File: config.mk
export PLATFORM = sky130hd
export DESIGN_NAME = bit_serial_adder_flat
export DESIGN_NICKNAME = d
export VERILOG_FILES = /design/src/rtl/bit_serial_adder_pkg.sv /design/src/rtl/bit_serial_adder_if.sv /design/src/rtl/bit_serial_adder_fa_cell.sv /design/src/rtl/bit_serial_adder.sv /design/src/flat_wrapper.sv
export SDC_FILE = /design/constraint.sdc
export NUM_CORES = 1
export LEC_CHECK = 0
export ABC_AREA = 1
export BUFFER_PORTS_ARGS = -buffer_cell sky130_fd_sc_hd__buf_2
export CORE_MARGIN = 8
export CORE_UTILIZATION = 40
export CTS_BUF_LIST = sky130_fd_sc_hd__clkbuf_16
export CTS_CLUSTER_SIZE = 10
export DETAILED_ROUTE_END_ITERATION = 12
export PLACE_DENSITY = 0.61
export SETUP_SLACK_MARGIN = 0.1
export SLEW_MARGIN = 20
export SYNTH_ARGS = -nofsm -noshare
export SYNTH_HDL_FRONTEND = slang
export SYNTH_HIERARCHICAL = 1
export SYNTH_SLANG_ARGS = --single-unit
File: constraint.sdc
create_clock -name clk -period 2.1 [get_ports clk]
set_input_delay 0.42 -clock clk [delete_from_list [all_inputs] [get_ports clk]]
set_output_delay 0.42 -clock clk [all_outputs]
set_load 0.02 [all_outputs]
File: src/rtl/bit_serial_adder_pkg.sv
// Shared types and constants for the bit-serial adder.
// Holds the FSM state encoding and the default operand width.
package bit_serial_adder_pkg;

   localparam int unsigned DEFAULT_WIDTH = 8;

   typedef enum logic [1:0] {
      IDLE = 2'd0,
      RUN  = 2'd1,
      DONE = 2'd2
   } state_t;

endpackage

File: src/rtl/bit_serial_adder_if.sv
// Start/busy/done handshake and parallel operand/result bus of the bit-serial adder.
// The master drives the request and the slave (the adder) returns status and result.
interface bit_serial_adder_if
   import bit_serial_adder_pkg::*;
#(
   parameter int unsigned WIDTH = DEFAULT_WIDTH
);

   logic             start;
   logic [WIDTH-1:0] a;
   logic [WIDTH-1:0] b;
   logic             cin;
   logic             busy;
   logic             done;
   logic [WIDTH-1:0] sum;
   logic             cout;

   modport master (
      output start, a, b, cin,
      input  busy, done, sum, cout
   );

   modport slave (
      input  start, a, b, cin,
      output busy, done, sum, cout
   );

endinterface

File: src/rtl/bit_serial_adder_fa_cell.sv
// Combinational 1-bit full adder built only from two-input NAND gates.
// Nine-gate form: n1 is shared between the XOR tree and the carry.
module fa_cell (
   input  logic a,
   input  logic b,
   input  logic cin,
   output logic sum,
   output logic cout
);

   logic n1;
   logic n2;
   logic n3;
   logic x1;
   logic n4;
   logic n5;
   logic n6;

   // First half adder: x1 = a ^ b, n1 = ~(a & b)
   nand g1 (n1, a, b);
   nand g2 (n2, a, n1);
   nand g3 (n3, b, n1);
   nand g4 (x1, n2, n3);

   // Second half adder: sum = x1 ^ cin, n4 = ~(x1 & cin)
   nand g5 (n4, x1, cin);
   nand g6 (n5, x1, n4);
   nand g7 (n6, cin, n4);
   nand g8 (sum, n5, n6);

   // cout = (a & b) | (x1 & cin)
   nand g9 (cout, n1, n4);

endmodule

File: src/rtl/bit_serial_adder.sv
// Multi-cycle adder: one full-adder cell walks the operands LSB-first, one bit per clock.
// Result and carry-out are registered and only change on completion or reset.
module bit_serial_adder
   import bit_serial_adder_pkg::*;
#(
   parameter int unsigned WIDTH = DEFAULT_WIDTH
) (
   input  logic               clk,
   input  logic               rst,
   bit_serial_adder_if.slave  bus
);

   localparam int unsigned       CNT_W = $clog2(WIDTH);
   localparam logic [CNT_W-1:0]  LAST  = CNT_W'(WIDTH - 1);

   state_t           state;
   logic [WIDTH-1:0] ra;
   logic [WIDTH-1:0] rb;
   logic [WIDTH-1:0] sr;
   logic             carry;
   logic [CNT_W-1:0] cnt;
   logic             busy_q;
   logic             done_q;
   logic [WIDTH-1:0] sum_q;
   logic             cout_q;

   logic             s;
   logic             c;

   fa_cell u_fa (
      .a    (ra[0]),
      .b    (rb[0]),
      .cin  (carry),
      .sum  (s),
      .cout (c)
   );

   always_ff @(posedge clk) begin
      if (rst) begin
         state  <= IDLE;
         ra     <= '0;
         rb     <= '0;
         sr     <= '0;
         carry  <= 1'b0;
         cnt    <= '0;
         busy_q <= 1'b0;
         done_q <= 1'b0;
         sum_q  <= '0;
         cout_q <= 1'b0;
      end else begin
         done_q <= 1'b0;
         unique case (state)
            IDLE, DONE: begin
               if (bus.start) begin
                  ra     <= bus.a;
                  rb     <= bus.b;
                  carry  <= bus.cin;
                  sr     <= '0;
                  cnt    <= '0;
                  busy_q <= 1'b1;
                  state  <= RUN;
               end else begin
                  state  <= IDLE;
               end
            end
            RUN: begin
               ra    <= ra >> 1;
               rb    <= rb >> 1;
               sr    <= {s, sr[WIDTH-1:1]};
               carry <= c;
               // Counter holds on the final bit so it never wraps inside an operation.
               if (cnt == LAST) begin
                  sum_q  <= {s, sr[WIDTH-1:1]};
                  cout_q <= c;
                  busy_q <= 1'b0;
                  done_q <= 1'b1;
                  state  <= DONE;
               end else begin
                  cnt    <= cnt + 1'b1;
               end
            end
            default: begin
               busy_q <= 1'b0;
               state  <= IDLE;
            end
         endcase
      end
   end

   assign bus.busy = busy_q;
   assign bus.done = done_q;
   assign bus.sum  = sum_q;
   assign bus.cout = cout_q;

endmodule
File: src/flat_wrapper.sv
// flat-port wrapper written by rule: the top's interface ports become plain ports
module bit_serial_adder_flat import bit_serial_adder_pkg::*;
#(
   parameter int unsigned WIDTH = DEFAULT_WIDTH
)
  (clk, rst, bus_start, bus_a, bus_b, bus_cin, bus_busy, bus_done, bus_sum, bus_cout);
  bit_serial_adder_if #(.WIDTH(WIDTH)) bus_i ();
  input  logic clk;
  input  logic rst;
  input wire logic [$bits(bus_i.start)-1:0] bus_start;
  input wire logic [$bits(bus_i.a)-1:0] bus_a;
  input wire logic [$bits(bus_i.b)-1:0] bus_b;
  input wire logic [$bits(bus_i.cin)-1:0] bus_cin;
  output wire logic [$bits(bus_i.busy)-1:0] bus_busy;
  output wire logic [$bits(bus_i.done)-1:0] bus_done;
  output wire logic [$bits(bus_i.sum)-1:0] bus_sum;
  output wire logic [$bits(bus_i.cout)-1:0] bus_cout;
  assign bus_i.start = bus_start;
  assign bus_i.a = bus_a;
  assign bus_i.b = bus_b;
  assign bus_i.cin = bus_cin;
  assign bus_busy = bus_i.busy;
  assign bus_done = bus_i.done;
  assign bus_sum = bus_i.sum;
  assign bus_cout = bus_i.cout;
  bit_serial_adder #(.WIDTH(WIDTH)) u_core (.clk(clk), .rst(rst), .bus(bus_i));
endmodule
After elaboration in Yosys (flattened, before gate mapping):

Cells that the tools add are included.

* flip-flop bits (word level): 41
* bits of input ports: 20
* logic and storage cells: 62
* output and inout bits: 11

* add/subtract/negate cells: 1
* reduce and logical (&&, ||, !) cells: 8
* bitwise logic cells: 19
* equality and inequality tests: 6
* multiplexer cells: 18

Operator list (count)
* $pmux 8 s2: 3
* $mux 8: 3
* $not 1->1: 10
* $and 1x1->1: 9
* $mux 3: 2
* $pmux 3 s2: 1
* $reduce_and 2->1: 3
* $mux 1: 5
* $ne 2x2->1 const B: 2
* $pmux 1 s2: 2
* $pmux 2 s2: 1
* $reduce_or 2->1: 2
* $add 3x1->3 const B: 1
* $eq 3x3->1 const B: 1
* $reduce_and 3->1: 1
* $eq 2x1->1 const B: 1
* $eq 2x2->1 const B: 1
* $logic_not 2->1: 1
* $mux 2: 1
* $ne 2x1->1 const B: 1
* $reduce_bool 2->1: 1

Logic depth before layout (Yosys ltp):

* depth after elaboration: 13
* gate-level depth with buffers: 7
* gate-level depth less buffers: 7

Hierarchy:

Netlist, hierarchy kept.

Modules (own cells, without submodules)
* bit_serial_adder: cells an instance 237, area an instance 1712.9 sq um, sequential area each 800.8 sq um, times used 1
* fa_cell: cells an instance 1, area an instance 20.0 sq um, sequential area each 0.0 sq um, times used 1

Worst setup path after synthesis:

OpenSTA, ideal clock, no wires.

* kind: register to register
* from: reg u_core.cnt[0]
* to: reg u_core.cnt[1]
* library setup time: 115 ps
* setup slack: 851 ps
* data required time: 1985 ps
* cell stages (with the launch flop): 7
* clock period less this slack: 1249 ps
* arrival time: 1134 ps
* path buffers: 0
* cells stage by stage: dfxtp_1 ha_1 ha_1 inv_1 nand3_1 a21oi_1 nor2_1

* cells in the longest elaborated chain, start to end: 3
* elaborated cells between the ends (all ways): 6
* classes of those cells: 1 x add/sub; 2 x eq/ne; 2 x mux; 1 x reduce/logical

Ends and longest elaborated chain
* from (decl): line bit_serial_adder.sv:21 `logic [CNT_W-1:0] cnt;`
* from (signal assigned): line bit_serial_adder.sv:79 `cnt <= cnt + 1'b1;`
* $add 3x1->3 or $eq 3x3->1 (tied branches): line bit_serial_adder.sv:79, bit_serial_adder.sv:72
* $mux 3 or $ne 2x2->1 (tied branches)
* $pmux 3 s2 or $reduce_and 3->1 (tied branches)

Several ways; a longest one is shown, not always the timed one. The select of a mux whose other input is x is not followed.
A chain may end at the register's enable or synchronous reset.

Final worst setup path:

* from: reg u_core.cnt[0]
* to: reg u_core.sum_q[1] (netlist: u_core/bus.sum[1])

* cells in the longest elaborated chain, start to end: 2

Ends and longest elaborated chain
* $eq 3x3->1: line bit_serial_adder.sv:72 `if (cnt == LAST) begin`
* $reduce_and 2->1 (no line)
* to (signal assigned): line bit_serial_adder.sv:73 `sum_q <= {s, sr[WIDTH-1:1]};`
* to (decl): line bit_serial_adder.sv:24 `logic [WIDTH-1:0] sum_q;`

Every way passes these cells.

==> flow_metrics.py <==
metrics = {
    "placement": {
        "port_buffers": 30,
        "dpl.hpwl_mm": 2.55,
        "gp_congestion": 0.745,
    },
    "critical_path": {
        "crit_required_ns": 2.28,
        "crit_path_max_incr_delay_ns": 0.31,
        "critical_path_class": "flop to flop",
        "crit_buf_inv": 1,
        "crit_arrival_ns": 1.57,
        "reg2reg_from": "u_core/cnt[0]",
        "cp-end-kind": "flop",
        "rr_worst_depth": 6,
        "cpMaxStageDelayCell": "dfxtp_1",
        "reg2reg_to": "u_core/bus.sum[1]",
        "startpoint_type": "flop",
        "cp_top_family": "adder cells",
        "crit_chain": "ha_1 -> ha_1 -> nand3_1 -> clkinv_1 -> nand2_1 -> nand2_1",
        "path_max_fanout": 8,
        "r2r_slack_ns": 0.71,
    },
    "timing": {
        "fmax_mhz": 717,
        "rsz0062_at_grt": "no",
        "finalSetupViolations": 0,
        "final.setup.tns_ns": 0,
        "finClkSkew_ns": 0.00504,
        "finalCritPeriodShare": 0.664,
        "timing.slew.headroom": 0.666,
        "worstMarginPinSlew_ns": 0.499,
        "fin_crit_ns": 1.39,
        "hold_violations": 0,
        "slew_violations": 0,
    },
    "routing": {
        "antenna_left": 0,
        "drc": 0,
        "num_vias": 1531,
        "first_pass_iters": 4,
        "via_per_inst": 4.83,
        "wl_per_cell_um": 12.0,
        "wl_mm": 3.81,
        "drt_iter0_drc": 90,
    },
    "global_route": {
        "antenna_found_initial": 0,
        "gr-total-overflow": 0,
        "grt_pass1_wl_mm": 6.56,
        "grt_usage": 0.127,
        "grt_pass1_vias": 1413,
        "grt_start_max_net_pins": 47,
    },
    "yosys": {
        "ys_seq_area_frac": 0.462,
        "syn-cell-area_mm2": 0.00173,
        "yosys-top-cells-area": "dfxtp_1 (46%), nand3_1 (15%), nand2_1 (9.3%), inv_1 (5.8%), nor3_1 (4.6%)",
        "yosysWarnings": 6,
        "synth_seq_cells": 40,
        "synth_top_cell_by_area": "dfxtp_1",
        "synthTopCellsByCount": "nand3_1 (52), nand2_1 (43), dfxtp_1 (40), inv_1 (27), nor2_1 (21)",
        "syn_area_per_cell_um2": 7.28,
        "async_reset_ff_frac": 0,
        "synth_top_area_share": 0.462,
        "synth_cell_types": 20,
        "synth_cells": 238,
        "syn_nets": 261,
        "synthFlopType": "dfxtp_1",
        "yosys.cell_count.top_type": "nand3_1",
        "synth_edf_count": 0,
    },
    "outcome": {
        "run_status": "complete, no violations",
    },
    "clock_network": {
        "cts_made_buffers": 5,
        "cts_buffer_depth": 2,
        "clk_latency_ns": 0.28,
        "cts_hold_buf": 0,
        "cts_setup_buffers": 0,
        "clock-root-buffer": "clkbuf_16",
        "clock_sinks": 40,
        "ctsResizeCount": 0,
        "cts_htree_levels": 2,
        "cts_tree": "done",
        "path_clk_slew_ns": 0.06,
    },
    "worst_hold_path": {
        "min_path_type": "input port to flop",
        "worstHoldStart": "bus_b[6]",
        "hold_end": "u_core/rb[6]",
        "worstHoldPathCells": 3,
    },
    "final_layout": {
        "final_nets": 287,
        "fin_util": 0.477,
        "n_antenna_cell": 0,
        "seq_area_um2": 801,
        "drive_gt1_frac": 0.170,
        "area_growth_pct": 17.5,
        "n_fill_cell": 439,
        "multi_input_area_um2": 741,
    },
    "die": {
        "die_w_um": 81.8,
        "ios": 31,
        "die_h_um": 81.8,
        "rows": 24,
        "coreArea_mm2": 0.00426,
        "start_util": 0.406,
        "dieArea_mm2": 0.00669,
    },
    "run": {
        "cap_viol_max_count": 0,
    },
    "power_and_ir_drop": {
        "power.leakage_uw": 0.000947,
        "powerDensity_mw_per_mm2": 870,
        "ir_worst_vdd_uv": 305,
    },
}
==> metal layers <==
layer	vias up	GRT usage	wire, µm
li1	812	-	-
met1	687	0.164	1900
met2	28	0.182	1630
met3	4	0.0427	208
met4	0	0.0719	78
met5	-	0	0
==> power by group <==
part | switching (µW) | internal [µW]
Combinational | 146 | 86.2
Sequential | 19.2 | 805
Clock | 284 | 431
==> sequential cells by signal (all words and copies together), names as in the netlist <==
name and cells:
u_core/sr 7, u_core/ra 8, u_core/rb 8, u_core/bus.busy 1
u_core/bus.cout 1, u_core/bus.done 1, u_core/state 2, u_core/cnt 3
u_core/carry 1, u_core/bus.sum 8
==> worst max path at each step <==
stage	depth (start not counted)	to	from	slack (ns)
floorplan	6	u_core/cnt[1]	u_core/cnt[0]	0.85
global placement	6	u_core/bus.sum[4]	rst	0.61
detailed placement	6	u_core/bus.sum[3]	rst	0.59
CTS	6	u_core/cnt[2]	u_core/cnt[0]	0.71
global route	6	u_core/bus.sum[2]	u_core/state[0]	0.55
finish	6	u_core/bus.sum[1]	u_core/cnt[0]	0.71
==> cells by family (layout without fill, tap and decap cells) <==
| group | count (synthesis) | in the layout | synth area share |
|---|---|---|---|
| buffers and inverters | 43 | 70 | 0.110 |
| DFF | 40 | 40 | 0.462 |
| AOI/OAI and AO/OA | 16 | 16 | 0.0462 |
| adders and majority gates | 3 | 3 | 0.0260 |
| and+or+nand+nor | 136 | 136 | 0.355 |
==> area by class of cell <==
cell class,instances,share of cell area
Tap cell,52,0.0320
Inverter,30,0.0553
Clock buffer,5,0.0615
Timing Repair Buffer,32,0.0873
Clock inverter,3,0.00676
Sequential cell,40,0.393
Multi-Input combinational cell,155,0.364
==> metrics by stage <==
stage | instances | area (µm²) | hold WS, ns | total power, µW | setup slack, ns
5_1_grt | 317 | 2040 | 0.371 | 1880 | 0.549
6_report | 317 | 2040 | 0.367 | 1770 | 0.705
4_1_cts | 317 | 2040 | 0.364 | 1800 | 0.707
3_5_place_dp | 309 | 1900 | 0.460 | 1080 | 0.592
3_3_place_gp | 309 | 1900 | 0.459 | 1070 | 0.611
2_1_floorplan | 238 | 1730 | 0.440 | 1020 | 0.851
==> worst reg2reg max path: stages, from the launching register on <==
cell and delay (ns):
dfxtp_1 0.31, ha_1 0.20, ha_1 0.23, nand3_1 0.15
clkinv_1 0.23, nand2_1 0.13, nand2_1 0.05
==> cells in the final DEF (no fill, tap or decap), drive strengths merged <==
| cell | instances |
|---|---|
| ha | 2 |
| nor3 | 16 |
| a21oi | 15 |
| fa | 1 |
| nand3 | 52 |
| nor2 | 22 |
| nand2 | 46 |
| buf | 32 |
| clkinv | 4 |
| clkbuf | 5 |
| inv | 29 |
| dfxtp | 40 |
| o21ai | 1 |
Note: power is estimated with default switching activity, not from simulation.
